===== src/rtl/l2_request_arbiter.sv =====
`default_nettype none
// +--------------------------------------------------------------------------+
// | Module      : l2_request_arbiter                                         |
// | Description : Merges the icache and dcache higher-memory request ports   |
// |               onto the single L2 port. Round-robin between the two       |
// |               clients; a grant stays locked while the granted client     |
// |               holds its request valid, so multi-word fills/writebacks    |
// |               are never interleaved with the other client's traffic.     |
// | Ports       : clk, reset (sync, active-high)                             |
// |               ic_req_*      : icache request in, ic_req_fulfilled out    |
// |               dc_req_*      : dcache request in, dc_req_fulfilled out    |
// |               l2_req_*      : forwarded request out, l2_req_fulfilled in |
// |               l2_rdata/rdata: L2 load data, broadcast to both clients    |
// | Option      : define L2_ARB_PERF_CNT_EN to add the 32-bit saturating     |
// |               counters ic_grant_cycles, dc_grant_cycles and              |
// |               contention_cycles.                                         |
// | Revision    : 1.0 - initial release                                      |
// +--------------------------------------------------------------------------+

package l2_arb_pkg;
  typedef enum logic {
    LOAD  = 1'b0,
    STORE = 1'b1
  } memory_operation_e;
endpackage

module l2_request_arbiter
  import l2_arb_pkg::*;
#(
  parameter int ADDR_W = 32,
  parameter int XLEN   = 32
) (
  input  logic              clk,
  input  logic              reset,

  input  logic              ic_req_valid,
  input  memory_operation_e ic_req_type,
  input  logic [ADDR_W-1:0] ic_req_address,
  output logic              ic_req_fulfilled,

  input  logic              dc_req_valid,
  input  memory_operation_e dc_req_type,
  input  logic [ADDR_W-1:0] dc_req_address,
  input  logic [XLEN-1:0]   dc_req_wdata,
  output logic              dc_req_fulfilled,

  output logic              l2_req_valid,
  output memory_operation_e l2_req_type,
  output logic [ADDR_W-1:0] l2_req_address,
  output logic [XLEN-1:0]   l2_req_wdata,
  input  logic              l2_req_fulfilled,
  input  logic [XLEN-1:0]   l2_rdata,
  output logic [XLEN-1:0]   rdata
`ifdef L2_ARB_PERF_CNT_EN
  ,
  output logic [31:0]       ic_grant_cycles,
  output logic [31:0]       dc_grant_cycles,
  output logic [31:0]       contention_cycles
`endif
);

  localparam logic [1:0] ST_IDLE     = 2'b00;
  localparam logic [1:0] ST_GRANT_IC = 2'b01;
  localparam logic [1:0] ST_GRANT_DC = 2'b10;

  localparam logic C_LAST_IC = 1'b0;
  localparam logic C_LAST_DC = 1'b1;

  logic [1:0] r_state;
  logic [1:0] w_state_next;
  logic       r_last_grant;
  logic       w_last_grant_next;

  // Output mux and next-state logic. The L2 request is a pure combinational
  // pass-through of the owning client, so the cycle in which the owner drops
  // valid issues nothing even though the state is still GRANT_x.
  always_comb begin
    w_state_next      = r_state;
    w_last_grant_next = r_last_grant;
    l2_req_valid      = 1'b0;
    l2_req_type       = LOAD;
    l2_req_address    = '0;
    l2_req_wdata      = '0;
    ic_req_fulfilled  = 1'b0;
    dc_req_fulfilled  = 1'b0;
    rdata             = '0;

    case (r_state)
      ST_IDLE: begin
        // Tie goes to whoever was not served last.
        if (ic_req_valid && dc_req_valid) begin
          w_state_next = (r_last_grant == C_LAST_DC) ? ST_GRANT_IC : ST_GRANT_DC;
        end else if (ic_req_valid) begin
          w_state_next = ST_GRANT_IC;
        end else if (dc_req_valid) begin
          w_state_next = ST_GRANT_DC;
        end
      end

      ST_GRANT_IC: begin
        l2_req_valid     = ic_req_valid;
        l2_req_type      = ic_req_type;
        l2_req_address   = ic_req_address;
        ic_req_fulfilled = l2_req_fulfilled;
        rdata            = l2_rdata;
        if (!ic_req_valid) begin
          w_last_grant_next = C_LAST_IC;
          w_state_next      = dc_req_valid ? ST_GRANT_DC : ST_IDLE;
        end
      end

      ST_GRANT_DC: begin
        l2_req_valid     = dc_req_valid;
        l2_req_type      = dc_req_type;
        l2_req_address   = dc_req_address;
        l2_req_wdata     = dc_req_wdata;
        dc_req_fulfilled = l2_req_fulfilled;
        rdata            = l2_rdata;
        if (!dc_req_valid) begin
          w_last_grant_next = C_LAST_DC;
          w_state_next      = ic_req_valid ? ST_GRANT_IC : ST_IDLE;
        end
      end

      default: begin
        // Illegal encoding: poison everything so it is visible in simulation.
        w_state_next      = 2'bxx;
        w_last_grant_next = 1'bx;
        l2_req_valid      = 1'bx;
        l2_req_type       = memory_operation_e'(1'bx);
        l2_req_address    = 'x;
        l2_req_wdata      = 'x;
        ic_req_fulfilled  = 1'bx;
        dc_req_fulfilled  = 1'bx;
        rdata             = 'x;
      end
    endcase
  end

  always_ff @(posedge clk) begin
    if (reset) begin
      r_state      <= ST_IDLE;
      r_last_grant <= C_LAST_DC;
    end else begin
      r_state      <= w_state_next;
      r_last_grant <= w_last_grant_next;
    end
  end

`ifdef L2_ARB_PERF_CNT_EN
  localparam logic [31:0] C_CNT_MAX = 32'hFFFF_FFFF;

  logic [31:0] r_ic_grant_cycles;
  logic [31:0] r_dc_grant_cycles;
  logic [31:0] r_contention_cycles;
  logic        w_contention;

  // A client is waiting whenever it is valid and the port belongs to someone
  // else (including the IDLE arbitration cycle).
  assign w_contention = (ic_req_valid && (r_state != ST_GRANT_IC)) ||
                        (dc_req_valid && (r_state != ST_GRANT_DC));

  always_ff @(posedge clk) begin
    if (reset) begin
      r_ic_grant_cycles   <= '0;
      r_dc_grant_cycles   <= '0;
      r_contention_cycles <= '0;
    end else begin
      if ((r_state == ST_GRANT_IC) && (r_ic_grant_cycles != C_CNT_MAX)) begin
        r_ic_grant_cycles <= r_ic_grant_cycles + 32'd1;
      end
      if ((r_state == ST_GRANT_DC) && (r_dc_grant_cycles != C_CNT_MAX)) begin
        r_dc_grant_cycles <= r_dc_grant_cycles + 32'd1;
      end
      if (w_contention && (r_contention_cycles != C_CNT_MAX)) begin
        r_contention_cycles <= r_contention_cycles + 32'd1;
      end
    end
  end

  assign ic_grant_cycles   = r_ic_grant_cycles;
  assign dc_grant_cycles   = r_dc_grant_cycles;
  assign contention_cycles = r_contention_cycles;
`endif

endmodule
`default_nettype wire


===== config.mk =====
export PLATFORM = sky130hd
export DESIGN_NAME = l2_request_arbiter
export DESIGN_NICKNAME = d
export VERILOG_FILES = /design/src/rtl/l2_request_arbiter.sv
export SDC_FILE = /design/constraint.sdc
export NUM_CORES = 1
export LEC_CHECK = 0
export ABC_AREA = 0
export BUFFER_PORTS_ARGS = -buffer_cell sky130_fd_sc_hd__buf_2
export CORE_AREA = 4 4 89 91
export CTS_BUF_LIST = sky130_fd_sc_hd__clkbuf_4 sky130_fd_sc_hd__clkbuf_8 sky130_fd_sc_hd__clkbuf_16
export DETAILED_ROUTE_END_ITERATION = 12
export DIE_AREA = 0 0 93 95
export GPL_TIMING_DRIVEN = 0
export PLACE_DENSITY_LB_ADDON = 0.1
export SLEW_MARGIN = 5
export SYNTH_ARGS = -nofsm -noshare
export SYNTH_HDL_FRONTEND = slang
export SYNTH_SLANG_ARGS = --single-unit

===== constraint.sdc =====
create_clock -name clk -period 1.73 [get_ports clk]
set_input_delay 0.173 -clock clk [delete_from_list [all_inputs] [get_ports clk]]
set_output_delay 0.173 -clock clk [all_outputs]
set_load 0.1 [all_outputs]

After elaboration in Yosys (flattened, before gate mapping)
Cells that the tools add are included.
- bits of input ports: 135
- logic and storage cells: 34
- output and inout bits: 100
- register bits: 3
- reductions and logical operators: 7
- equality and inequality tests: 5
- multiplexer cells: 19
- bitwise logic cells: 1
- operators by type and width (operator ; count):
    32-bit one-hot mux with 2 select lines ; 2
    32-bit one-hot mux with 3 select lines ; 1
    2-bit 2-to-1 mux ; 7
    1-bit one-hot mux with 2 select lines ; 3
    1-bit one-hot mux with 3 select lines ; 2
    2-bit one-hot mux with 3 select lines ; 1
    3-bit AND reduction ; 2
    2-bit OR reduction ; 3
    2-bit inequality test, second input constant ; 2
    4-bit inequality test, second input constant ; 1
    1-bit 2-to-1 mux ; 3
    2-bit by 1-bit == test with 1-bit output, second input constant ; 1
    2-bit == test, second input constant ; 1
    2-bit zero test ; 1
    1-bit logical AND ; 1
    1-bit NOT ; 1

Depth between registers and ports, before layout
Gate-level depths: netlist of run 1.
- depth after elaboration: 4
- gate-level depth with buffers: 6
- mapped depth without buffers: 5

Worst setup path after synthesis of run 1
Ideal clock, no wire load.
- path kind: register to output
- start: reg r_state[0]
- end: out ic_req_fulfilled
- path slack: -1.264 ns
- path buffers: 0
- stages on the path, launching flop included: 4
- data required time: 1.557 ns
- arrival time: 2.821 ns
- cell sequence: dfxtp_1 inv_1 ha_1 nor3b_1
- longest elaborated chain between the ends: 3
- elaborated cells between the ends (all ways): 5
- classes of those cells: eq/ne (2); mux (1); reduce/logical (2)
- RTL lines (element ; RTL line ; text):
    start: declaration ; 69 ; logic [1:0] r_state;
    start signal: assignment ; 145 ; r_state <= w_state_next;
    2-bit == test or 2-bit zero test (tied branches) ; 88 ; case (r_state)
    2-bit OR reduction (no source line) ; n/a ;
    1-bit one-hot mux with 2 select lines * ; 88 ;
    end: declaration ; 39 ; output logic ic_req_fulfilled,
Mark *: on every way between the ends. The rest lies on a longest branch, timed or not.

Worst setup path after layout of run 1
- start: reg r_state[1]
- end: out l2_req_address[16]
- longest elaborated chain between the ends: 2
- elaborated cells between the ends (all ways): 4
- classes of those cells: eq/ne (2); mux (1); reduce/logical (1)
- RTL lines (element ; RTL line ; text):
    2-bit == test, or another cell as far along ; 88 ;
    32-bit one-hot mux with 3 select lines * ; 88 ;
    end: declaration ; 49 ; output logic [ADDR_W-1:0] l2_req_address,
Marks and branches as above.

==> flow_summary_export.csv, run 1 <==
group,metric,value,unit
sta,slew_viol_final,0,
detailed_routing,drcViolationCount,0,
critical_path,crit_top_cell,"sky130_fd_sc_hd__buf_12",
sta,finalWorstSetupSlack,-0.171,ns
clocking,cts_inserted_buffers,3,
sta,finalCriticalPeriod,1.90,ns
placement,gp_congestion,0.767,
critical_path,crit_chain,"buf_4 > ha_4 > inv_4 > nor2_4 > buf_12 > buf_12 > buf_16 > a22o_4 > buf_12",
detailed_routing,num_vias,2151,
min_path,hold_path_class,"input pin to flip-flop",
finish,nNetsFinal,550,
placement,io_buffer_count,234,
synthesis,yosys-top-cells-area,"sky130_fd_sc_hd__and2_1 40%, sky130_fd_sc_hd__a22o_1 27%, sky130_fd_sc_hd__dfxtp_1 5.7%, sky130_fd_sc_hd__buf_6 5.4%, sky130_fd_sc_hd__ha_1 4.8%",
grt,gr-usage-all-layers,14.5,%
synthesis,netlist_area,1050,um^2
synthesis,synth_top_family_by_area,"simple AND/OR/NAND/NOR gates",
synthesis,synth.distinct_cells,22,
synthesis,synth_top_cell_by_area,"sky130_fd_sc_hd__and2_1",
clocking,clock_tree.root_cell,"sky130_fd_sc_hd__clkbuf_8",
grt,use_met2,31.0,%
synthesis,ys_flop_type,"sky130_fd_sc_hd__dfxtp_1",
critical_path,cpLargestDelayFamily,"buffers and inverters",
floorplan,fp.coreArea,7140,um^2
critical_path,r2r.worst_path.cells,7,
clocking,cts_hold_buf,0,
sta,achievable-frequency,526,MHz
critical_path,crit_path_max_fanout,5,
placement,dp_hpwl,5.41,mm
clocking,insertion_delay,0.22,ns
synthesis,synth_cells,144,
grt,grt-busiest-layer,"met2",
critical_path,worstReg2RegEnd,"r_state[1]",
clocking,clock_tree_from_tritoncts,"done",
grt,m1_gr_usage,13.7,%
clocking,clkSlewWorstSetupHoldPaths,0.03,ns
detailed_routing,finalWirelength,8.07,mm
floorplan,die-height,95,um
job,drv.max_cap_violation_count,0,
clocking,clock_path_buffers,2,
floorplan,initial_core_util,14.7,%
critical_path,crit_arrival,1.73,ns
detailed_routing,drtPass1Iterations,5,
critical_path,critical_path.slowest_cell,"sky130_fd_sc_hd__dfxtp_2",
critical_path,startpoint_type,"flip-flop",
run_status,failed_checks,"negative setup slack",
critical_path,rr_startpoint,"r_state[0]",
critical_path,critical_path_sink_type,"output port",
finish,layout-drive-gt1-share,95.4,%
synthesis,synthAdderAreaFrac,4.76,%
sta,setup_viol,65,
grt,global_route_wire_length_before_repair,10.5,mm
detailed_routing,per_cell_routed_wire_length,15.9,um
min_path,worstHoldPathCells,2,
min_path,end_of_the_worst_hold_path,"r_state[0]",
sta,finalClockSkew,0.00269,ns
synthesis,post_synth_xor_area_fraction,0,%
detailed_routing,antenna_left,0,
sta,grt_setup_unrepaired,"true",
detailed_routing,routed_via_count_divided_by_cell_count,4.23,
grt,grt_start_max_net_pins,11,
grt,grt-ovfl-total,0,
placement,preCtsSetupSlack,-0.575,ns
critical_path,cp.required,1.56,ns
clocking,clock_sink_count,3,
finish,area_growth_syn_to_layout,356,%
clocking,h-tree-depth,1,
sta,finalHoldViolCount,0,
detailed_routing,drt_iter0_drc,25,
synthesis,synth_enable_flop_cells,0,
synthesis,synth_commonest_cells,"67 x sky130_fd_sc_hd__and2_1, 33 x sky130_fd_sc_hd__a22o_1, 6 x sky130_fd_sc_hd__clkbuf_1",
floorplan,chipWidth,93,um
critical_path,ff2ff_setup_slack,0.08,ns
synthesis,synth.avg_cell_area,7.31,um^2
synthesis,seq_area_frac_synth,5.71,%
grt,number_of_antenna_violations_at_the_first_check_in_global_routing,0,
sta,timing_worst_slew_pin_value,0.494,ns
critical_path,max_stage_delay,0.31,ns
min_path,hp-start,"reset",
synthesis,synth_simple_gate_area_share,44.5,%
finish,num_antenna_cells,0,
synthesis,async_reset_ff_share,0,%
sta,maxSlewHeadroom,67.3,%
floorplan,die_area,8840,um^2
run_status,run_status,"complete, but fails checks",
synthesis,synth-seq-cells,3,
critical_path,path_buf_inv,6,
critical_path,path_class,"flip-flop to output port",
synthesis,multiplexer_share_of_the_synthesized_area,0,%
grt,grt_pass1_vias,2203,
synthesis,synth_compound_gate_area_share,34.0,%
floorplan,ios,235,
synthesis,synthMostInstantiatedCell,"sky130_fd_sc_hd__and2_1",
sta,fin_crit_sh,110,%
floorplan,row_count,31,
synthesis,mappedNetlistNets,283,
synthesis,synth_top_cell_area_share,39.8,%
grt,grt.met3_usage,4.70,%
synthesis,yosysWarningCount,0,
-- final cells by class --
| class | count | area [um^2] |
|---|---|---|
| Buffer | 13 | 196 |
| Clock buffer | 4 | 48.8 |
| Fill cell | 544 | 2340 |
| Inverter | 6 | 30.0 |
| Multi-Input combinational cell | 121 | 1380 |
| Sequential cell | 3 | 65.1 |
| Tap cell | 99 | 124 |
| Timing Repair Buffer | 263 | 2950 |
-- what timing repair did --
action / CTS / global route
pin swaps: 5 / 17
hold endpoints to repair: 0 / 0
setup buffers: 14 / 9
setup endpoints to repair: 96 / 97
gates resized for setup: 342 / 181
cloned: 4 / 5
-- worst max-delay path by stage --
stage | to | depth (start not counted) | from
3_5_place_dp | l2_req_address[28] | 7 | r_state[0]
4_1_cts | l2_req_address[28] | 9 | r_state[0]
3_3_place_gp | l2_req_address[28] | 7 | r_state[0]
5_1_grt | l2_req_type | 9 | r_state[0]
2_1_floorplan | l2_req_address[0] | 6 | r_state[0]
6_report | l2_req_address[16] | 9 | r_state[1]
-- sequential cells by signal, summed over array words and instances, names as in the netlist --
register	flops
r_last_grant	1
r_state	2
-- worst register-to-register path, cell delays in order (launching register included) --
cell,delay [ns]
sky130_fd_sc_hd__dfxtp_4,0.35
sky130_fd_sc_hd__inv_4,0.05
sky130_fd_sc_hd__buf_4,0.13
sky130_fd_sc_hd__ha_4,0.16
sky130_fd_sc_hd__buf_6,0.14
sky130_fd_sc_hd__a22o_4,0.23
sky130_fd_sc_hd__buf_4,0.13
sky130_fd_sc_hd__o311a_1,0.33
-- cells in the final DEF (no fill, tap or decap), drive strengths merged --
master,synthesis,routed
and2,67,67
nor2b,2,2
buf,8,271
o21ai,3,3
a21oi,1,1
a22oi,1,1
ha,4,4
o311ai,1,1
nand2b,1,1
inv,6,6
a21boi,1,1
o221ai,1,1
nor3b,2,2
dfxtp,3,3
clkbuf,6,9
a22o,33,33
o311a,1,1
nor2,2,2
a31oi,1,1
-- kinds of logic (layout without fill, tap and decap cells) --
kind of cell	count (synthesis)	count (layout)
simple gates	74	74
compound gates	43	43
buf+inv	20	286
fa+ha+maj	4	4
flops	3	3
-- layer usage --
metal	up-vias	part of all wire, %
met5	-	0
met4	0	0.97
met3	8	10
met2	129	61
met1	978	28
li1	1036	-
-- metrics by stage --
step | TNS, ns | util [%] | area (um^2) | hold WS [ns] | instances
3_5_place_dp | -24.61 | 37.9 | 2710 | 0.362 | 477
6_report | -5.09 | 67.2 | 4800 | 0.142 | 509
5_1_grt | -8.64 | 67.2 | 4800 | 0.151 | 509
3_3_place_gp | -22.57 | 37.9 | 2710 | 0.351 | 477
4_1_cts | -5.36 | 58.8 | 4200 | 0.129 | 498
2_1_floorplan | 0 | - | 1410 | 0.242 | 144
Power of run 1 is left out: the tool's default activity adds up to more than one toggle a clock period on the data nets, which glitch-free logic cannot reach.
==> inputs of run 2 (changes only) <==
- CORE_AREA: 4 4 89 91 -> 2 2 90 92
- CTS_BUF_LIST: sky130_fd_sc_hd__clkbuf_4 sky130_fd_sc_hd__clkbuf_8 sky130_fd_sc_hd__clkbuf_16 -> sky130_fd_sc_hd__clkbuf_2
- DIE_AREA: 0 0 93 95 -> 0 0 92 94
==> run 2 against run 1 <==
The flow still finishes with violations (negative setup slack). Maximum frequency up 4.0%. Sequential share of layout area up 0.15 points. Critical path depth down 1. Non-clock buffer count down 16. Count of clock-buffer cells in the layout unchanged. Clock skew up 0.0017 ns. Hold slack worse by 0.0020 ns. Highest routed layer unchanged.
==> flow_summary_export.csv, run 2 (synthesized netlist as in run 1, its figures left out) <==
group,metric,value,unit
job,drv.max_cap_violation_count,0,
placement,dp_hpwl,5.36,mm
floorplan,chipWidth,92,um
critical_path,critical_path_sink_type,"output port",
finish,nNetsFinal,534,
finish,num_antenna_cells,0,
grt,global_route_wire_length_before_repair,9.74,mm
placement,gp_congestion,0.689,
critical_path,crit_path_max_fanout,10,
detailed_routing,drcViolationCount,0,
run_status,failed_checks,"negative setup slack",
clocking,cts_hold_buf,0,
sta,slew_viol_final,0,
clocking,clock_path_buffers,2,
grt,number_of_antenna_violations_at_the_first_check_in_global_routing,0,
finish,regMostFlops,"r_state",
finish,largest_registers,"r_state x2, r_last_grant x1",
sta,grt_setup_unrepaired,"true",
min_path,hold_path_class,"input pin to flip-flop",
clocking,h-tree-depth,1,
run_status,run_status,"complete, but fails checks",
finish,multiInputGateArea,1290,um^2
clocking,clock_tree_from_tritoncts,"done",
finish,area_growth_syn_to_layout,295,%
detailed_routing,routed_via_count_divided_by_cell_count,4.08,
grt,grt_pass1_vias,2024,
finish,largest_reg_flops,2,
critical_path,path_class,"flip-flop to output port",
clocking,clock_tree.root_cell,"sky130_fd_sc_hd__clkbuf_2",
floorplan,die-height,94,um
sta,finalCriticalPeriod,1.83,ns
detailed_routing,drt_iter0_drc,16,
floorplan,ios,235,
floorplan,row_count,32,
clocking,cts_inserted_buffers,3,
floorplan,fp.coreArea,7610,um^2
detailed_routing,antenna_left,0,
sta,achievable-frequency,547,MHz
detailed_routing,finalWirelength,6.95,mm
detailed_routing,drtPass1Iterations,4,
placement,place_area,2710,um^2
sta,setup_viol,33,
finish,layout-drive-gt1-share,93.9,%
critical_path,crit_arrival,1.65,ns
finish,final_cell_mix,"139 x sky130_fd_sc_hd__buf_2, 57 x sky130_fd_sc_hd__buf_12, 56 x sky130_fd_sc_hd__and2_2, 36 x sky130_fd_sc_hd__buf_6, 33 x sky130_fd_sc_hd__a22o_4",
finish,design_area,4150,um^2
critical_path,startpoint_type,"flip-flop",
grt,grt-ovfl-total,0,
finish,final.fill_count,662,
finish,regArea,62.6,um^2
sta,fin_crit_sh,106,%
clocking,insertion_delay,0.21,ns
sta,timing_worst_slew_pin_value,0.494,ns
detailed_routing,num_vias,2026,
floorplan,die_area,8650,um^2
sta,finalWorstSetupSlack,-0.0972,ns
sta,maxSlewHeadroom,67.3,%
placement,io_buffer_count,234,
grt,gr-usage-all-layers,13.9,%
detailed_routing,per_cell_routed_wire_length,14.0,um
floorplan,initial_core_util,13.8,%
grt,grt_start_max_net_pins,11,
finish,layout_commonest_cell,"sky130_fd_sc_hd__buf_2",
clocking,clock_sink_count,3,
critical_path,cp.required,1.56,ns
sta,finalClockSkew,0.00437,ns
sta,finalHoldViolCount,0,
clocking,clkSlewWorstSetupHoldPaths,0.04,ns
-- run 2: cell count changes in the layout (fill, tap and decap cells not counted), moves of 3 or more --
cell / delta
sky130_fd_sc_hd__buf_6: +23
sky130_fd_sc_hd__and2_2: +54
sky130_fd_sc_hd__buf_8: +9
sky130_fd_sc_hd__and2_1: +3
sky130_fd_sc_hd__buf_4: -3
sky130_fd_sc_hd__clkbuf_8: -3
sky130_fd_sc_hd__and2_4: -57
sky130_fd_sc_hd__clkbuf_4: -4
sky130_fd_sc_hd__clkbuf_2: +4
sky130_fd_sc_hd__buf_12: -43
-- run 2: worst paths after layout --
| path | slack (ns) | start | cells past startpoint | end |
|---|---|---|---|---|
| min | 0.14 | reset | 2 | r_state[0] |
| max | -0.1 | r_state[1] | 8 | l2_req_address[7] |
| min reg2reg | 0.54 | r_last_grant | 2 | r_last_grant |
| max reg2reg | 0.27 | r_state[1] | 6 | r_state[1] |
-- run 2: area by class of cell --
type	count	share of cell area (%)
buffer	13	4.34
clock buffer	4	0.482
inverter	6	0.663
multi-input combinational	121	31.2
sequential	3	1.51
tap	102	3.07
timing repair buffer	247	58.8
-- run 2: critical path: stages (launching register included) --
cell                      delay, ns
sky130_fd_sc_hd__dfxtp_2       0.32
sky130_fd_sc_hd__inv_2         0.06
sky130_fd_sc_hd__ha_4          0.32
sky130_fd_sc_hd__inv_4         0.04
sky130_fd_sc_hd__nor2_4        0.14
sky130_fd_sc_hd__buf_12        0.14
sky130_fd_sc_hd__buf_12        0.13
sky130_fd_sc_hd__a22o_4        0.13
sky130_fd_sc_hd__buf_12        0.16
-- run 2: what timing repair did --
item	in CTS	in global routing
gates resized for setup	311	55
buffers inserted	7	4
setup endpoints to repair	96	94
pin swaps	2	9
cloned	1	2
-- run 2: metrics by stage --
stage	TNS [ns]	util (%)	worst slack [ns]	hold WS, ns	instances
2_1_floorplan	0	-	0.00316	0.242	144
3_5_place_dp	-22.32	35.6	-0.510	0.365	480
5_1_grt	-4.62	54.6	-0.158	0.145	496
6_report	-2.76	54.6	-0.0972	0.140	496
4_1_cts	-4.78	51.4	-0.139	0.125	491
3_3_place_gp	-22.46	35.6	-0.503	0.353	480
-- run 2: layer usage --
metal / global-route usage, % / part of all wire (%)
met2: 30.2 / 60
met4: 1.37 / 0.086
met5: 0 / 0
met3: 3.85 / 8.6
met1: 13.0 / 32
Power of run 2 is left out for the same reason.
==> inputs of run 3 (changes only) <==
- SKIP_CTS_REPAIR_TIMING: not set -> 1
==> run 3 against run 2 <==
The run still ends with negative setup slack left. Clock skew barely moved. Register-to-register slack got worse by 0.03 ns. Setup slack got worse by 0.016 ns. First-iteration DRC count rose by 69%. Via count rose by 0.39%. Hold slack got worse by 0.0023 ns. Global-route usage fell by 2.1 points. Critical path type unchanged. Critical endpoint is now l2_req_address[15]. Highest routed layer unchanged.
==> flow_summary_export.csv, run 3 (synthesized netlist as in run 1, its figures left out) <==
group,metric,value,unit
min_path,hp-start,"reset",
clocking,clkSlewWorstSetupHoldPaths,0.04,ns
detailed_routing,drtPass1Iterations,4,
critical_path,crit_path_max_fanout,10,
detailed_routing,per_cell_routed_wire_length,14.1,um
detailed_routing,drcViolationCount,0,
grt,grt_pass1_vias,1815,
detailed_routing,routed_via_count_divided_by_cell_count,4.13,
finish,regArea,62.6,um^2
clocking,clock_tree_from_tritoncts,"done",
sta,achievable-frequency,543,MHz
finish,largest_reg_flops,2,
finish,finalCoreUtilization,55.1,%
critical_path,ff2ff_setup_slack,0.24,ns
job,drv.max_cap_violation_count,0,
finish,area_growth_syn_to_layout,298,%
floorplan,ios,235,
grt,grt_start_max_net_pins,11,
critical_path,crit_arrival,1.67,ns
detailed_routing,num_vias,2034,
finish,final.fill_count,662,
min_path,end_of_the_worst_hold_path,"r_state[0]",
sta,accumulated_negative_setup_slack,-3.09,ns
min_path,hold_path_class,"input pin to flip-flop",
clocking,h-tree-depth,1,
finish,layout_commonest_cell,"sky130_fd_sc_hd__buf_2",
sta,setup_viol,31,
floorplan,chipWidth,92,um
clocking,clock_tree.root_cell,"sky130_fd_sc_hd__clkbuf_2",
placement,io_buffer_count,234,
clocking,insertion_delay,0.21,ns
critical_path,startpoint_type,"flip-flop",
finish,final_std_cells_w_o_fill,492,
critical_path,worstReg2RegEnd,"r_state[1]",
sta,slew_viol_final,0,
floorplan,die-height,94,um
sta,grt_setup_unrepaired,"true",
placement,dp_hpwl,5.36,mm
sta,fin_crit_sh,107,%
sta,timing_worst_slew_pin_value,0.494,ns
grt,gr-usage-all-layers,11.8,%
sta,finalClockSkew,0.00391,ns
finish,num_antenna_cells,0,
finish,nNetsFinal,530,
critical_path,path_class,"flip-flop to output port",
critical_path,critical_path_sink_type,"output port",
run_status,failed_checks,"negative setup slack",
finish,largest_registers,"r_state x2, r_last_grant x1",
floorplan,die_area,8650,um^2
finish,layout-drive-gt1-share,93.8,%
detailed_routing,drt_iter0_drc,27,
detailed_routing,finalWirelength,6.93,mm
critical_path,rr_startpoint,"r_state[1]",
finish,multiInputGateArea,1280,um^2
finish,final_cell_mix,"138 x sky130_fd_sc_hd__buf_2, 72 x sky130_fd_sc_hd__buf_12, 44 x sky130_fd_sc_hd__and2_2, 31 x sky130_fd_sc_hd__buf_6, 31 x sky130_fd_sc_hd__a22o_4",
placement,instance_count_after_placement_with_tap_cells_included,480,
clocking,clock_path_buffers,2,
critical_path,cp.required,1.56,ns
grt,number_of_antenna_violations_at_the_first_check_in_global_routing,0,
floorplan,fp.coreArea,7610,um^2
clocking,cts_inserted_buffers,3,
min_path,worstHoldPathCells,2,
sta,finalCriticalPeriod,1.84,ns
sta,finalWorstSetupSlack,-0.113,ns
placement,gp_congestion,0.689,
floorplan,row_count,32,
sta,finalHoldViolCount,0,
run_status,run_status,"complete, but fails checks",
grt,global_route_wire_length_before_repair,8.43,mm
critical_path,r2r.worst_path.cells,6,
grt,grt-ovfl-total,0,
finish,regMostFlops,"r_state",
sta,maxSlewHeadroom,67.3,%
detailed_routing,antenna_left,0,
clocking,clock_sink_count,3,
floorplan,initial_core_util,13.8,%
## run 3: layout make-up
cell class | count | share of cell area (%)
Buffer | 13 | 4.24
Tap cell | 102 | 3.04
Clock buffer | 4 | 0.477
Timing Repair Buffer | 243 | 59.4
Multi-Input combinational cell | 121 | 30.6
Sequential cell | 3 | 1.49
Inverter | 6 | 0.716
## run 3: critical path: stages (launching register included)
cell	delay, ns
sky130_fd_sc_hd__dfxtp_2	0.35
sky130_fd_sc_hd__inv_4	0.05
sky130_fd_sc_hd__ha_4	0.27
sky130_fd_sc_hd__and2_4	0.19
sky130_fd_sc_hd__buf_12	0.16
sky130_fd_sc_hd__a22o_4	0.26
sky130_fd_sc_hd__buf_12	0.16
## run 3: worst max-delay path by stage
stage                     from  slack (ns)  depth (start not counted)                 end
floorplan           r_state[0]       0.003                          6   l2_req_address[0]
detailed placement  r_state[0]       -0.51                          7  l2_req_address[29]
global route        r_state[0]       -0.17                          8  l2_req_address[22]
global placement    r_state[0]       -0.50                          7  l2_req_address[18]
CTS                 r_state[0]       -0.76                          7  l2_req_address[29]
finish              r_state[1]       -0.11                          6  l2_req_address[15]
## run 3: per-stage QoR
step                      worst slack, ns  hold WS, ns  area (um^2)
after CTS                          -0.755        0.132         2730
final                              -0.113        0.138         4190
after global routing               -0.172        0.145         4190
after detailed placement           -0.510        0.365         2710
after floorplan                   0.00316        0.242         1410
after global placement             -0.503        0.353         2710
## run 3: metal layers
metal,up-vias,track usage (%),wire length [um]
met5,-,0,0
met4,0,0.746,23
met3,4,3.45,606
met2,121,24.1,4080
met1,914,12.3,2210
li1,995,-,-
Power of run 3 is left out for the same reason.
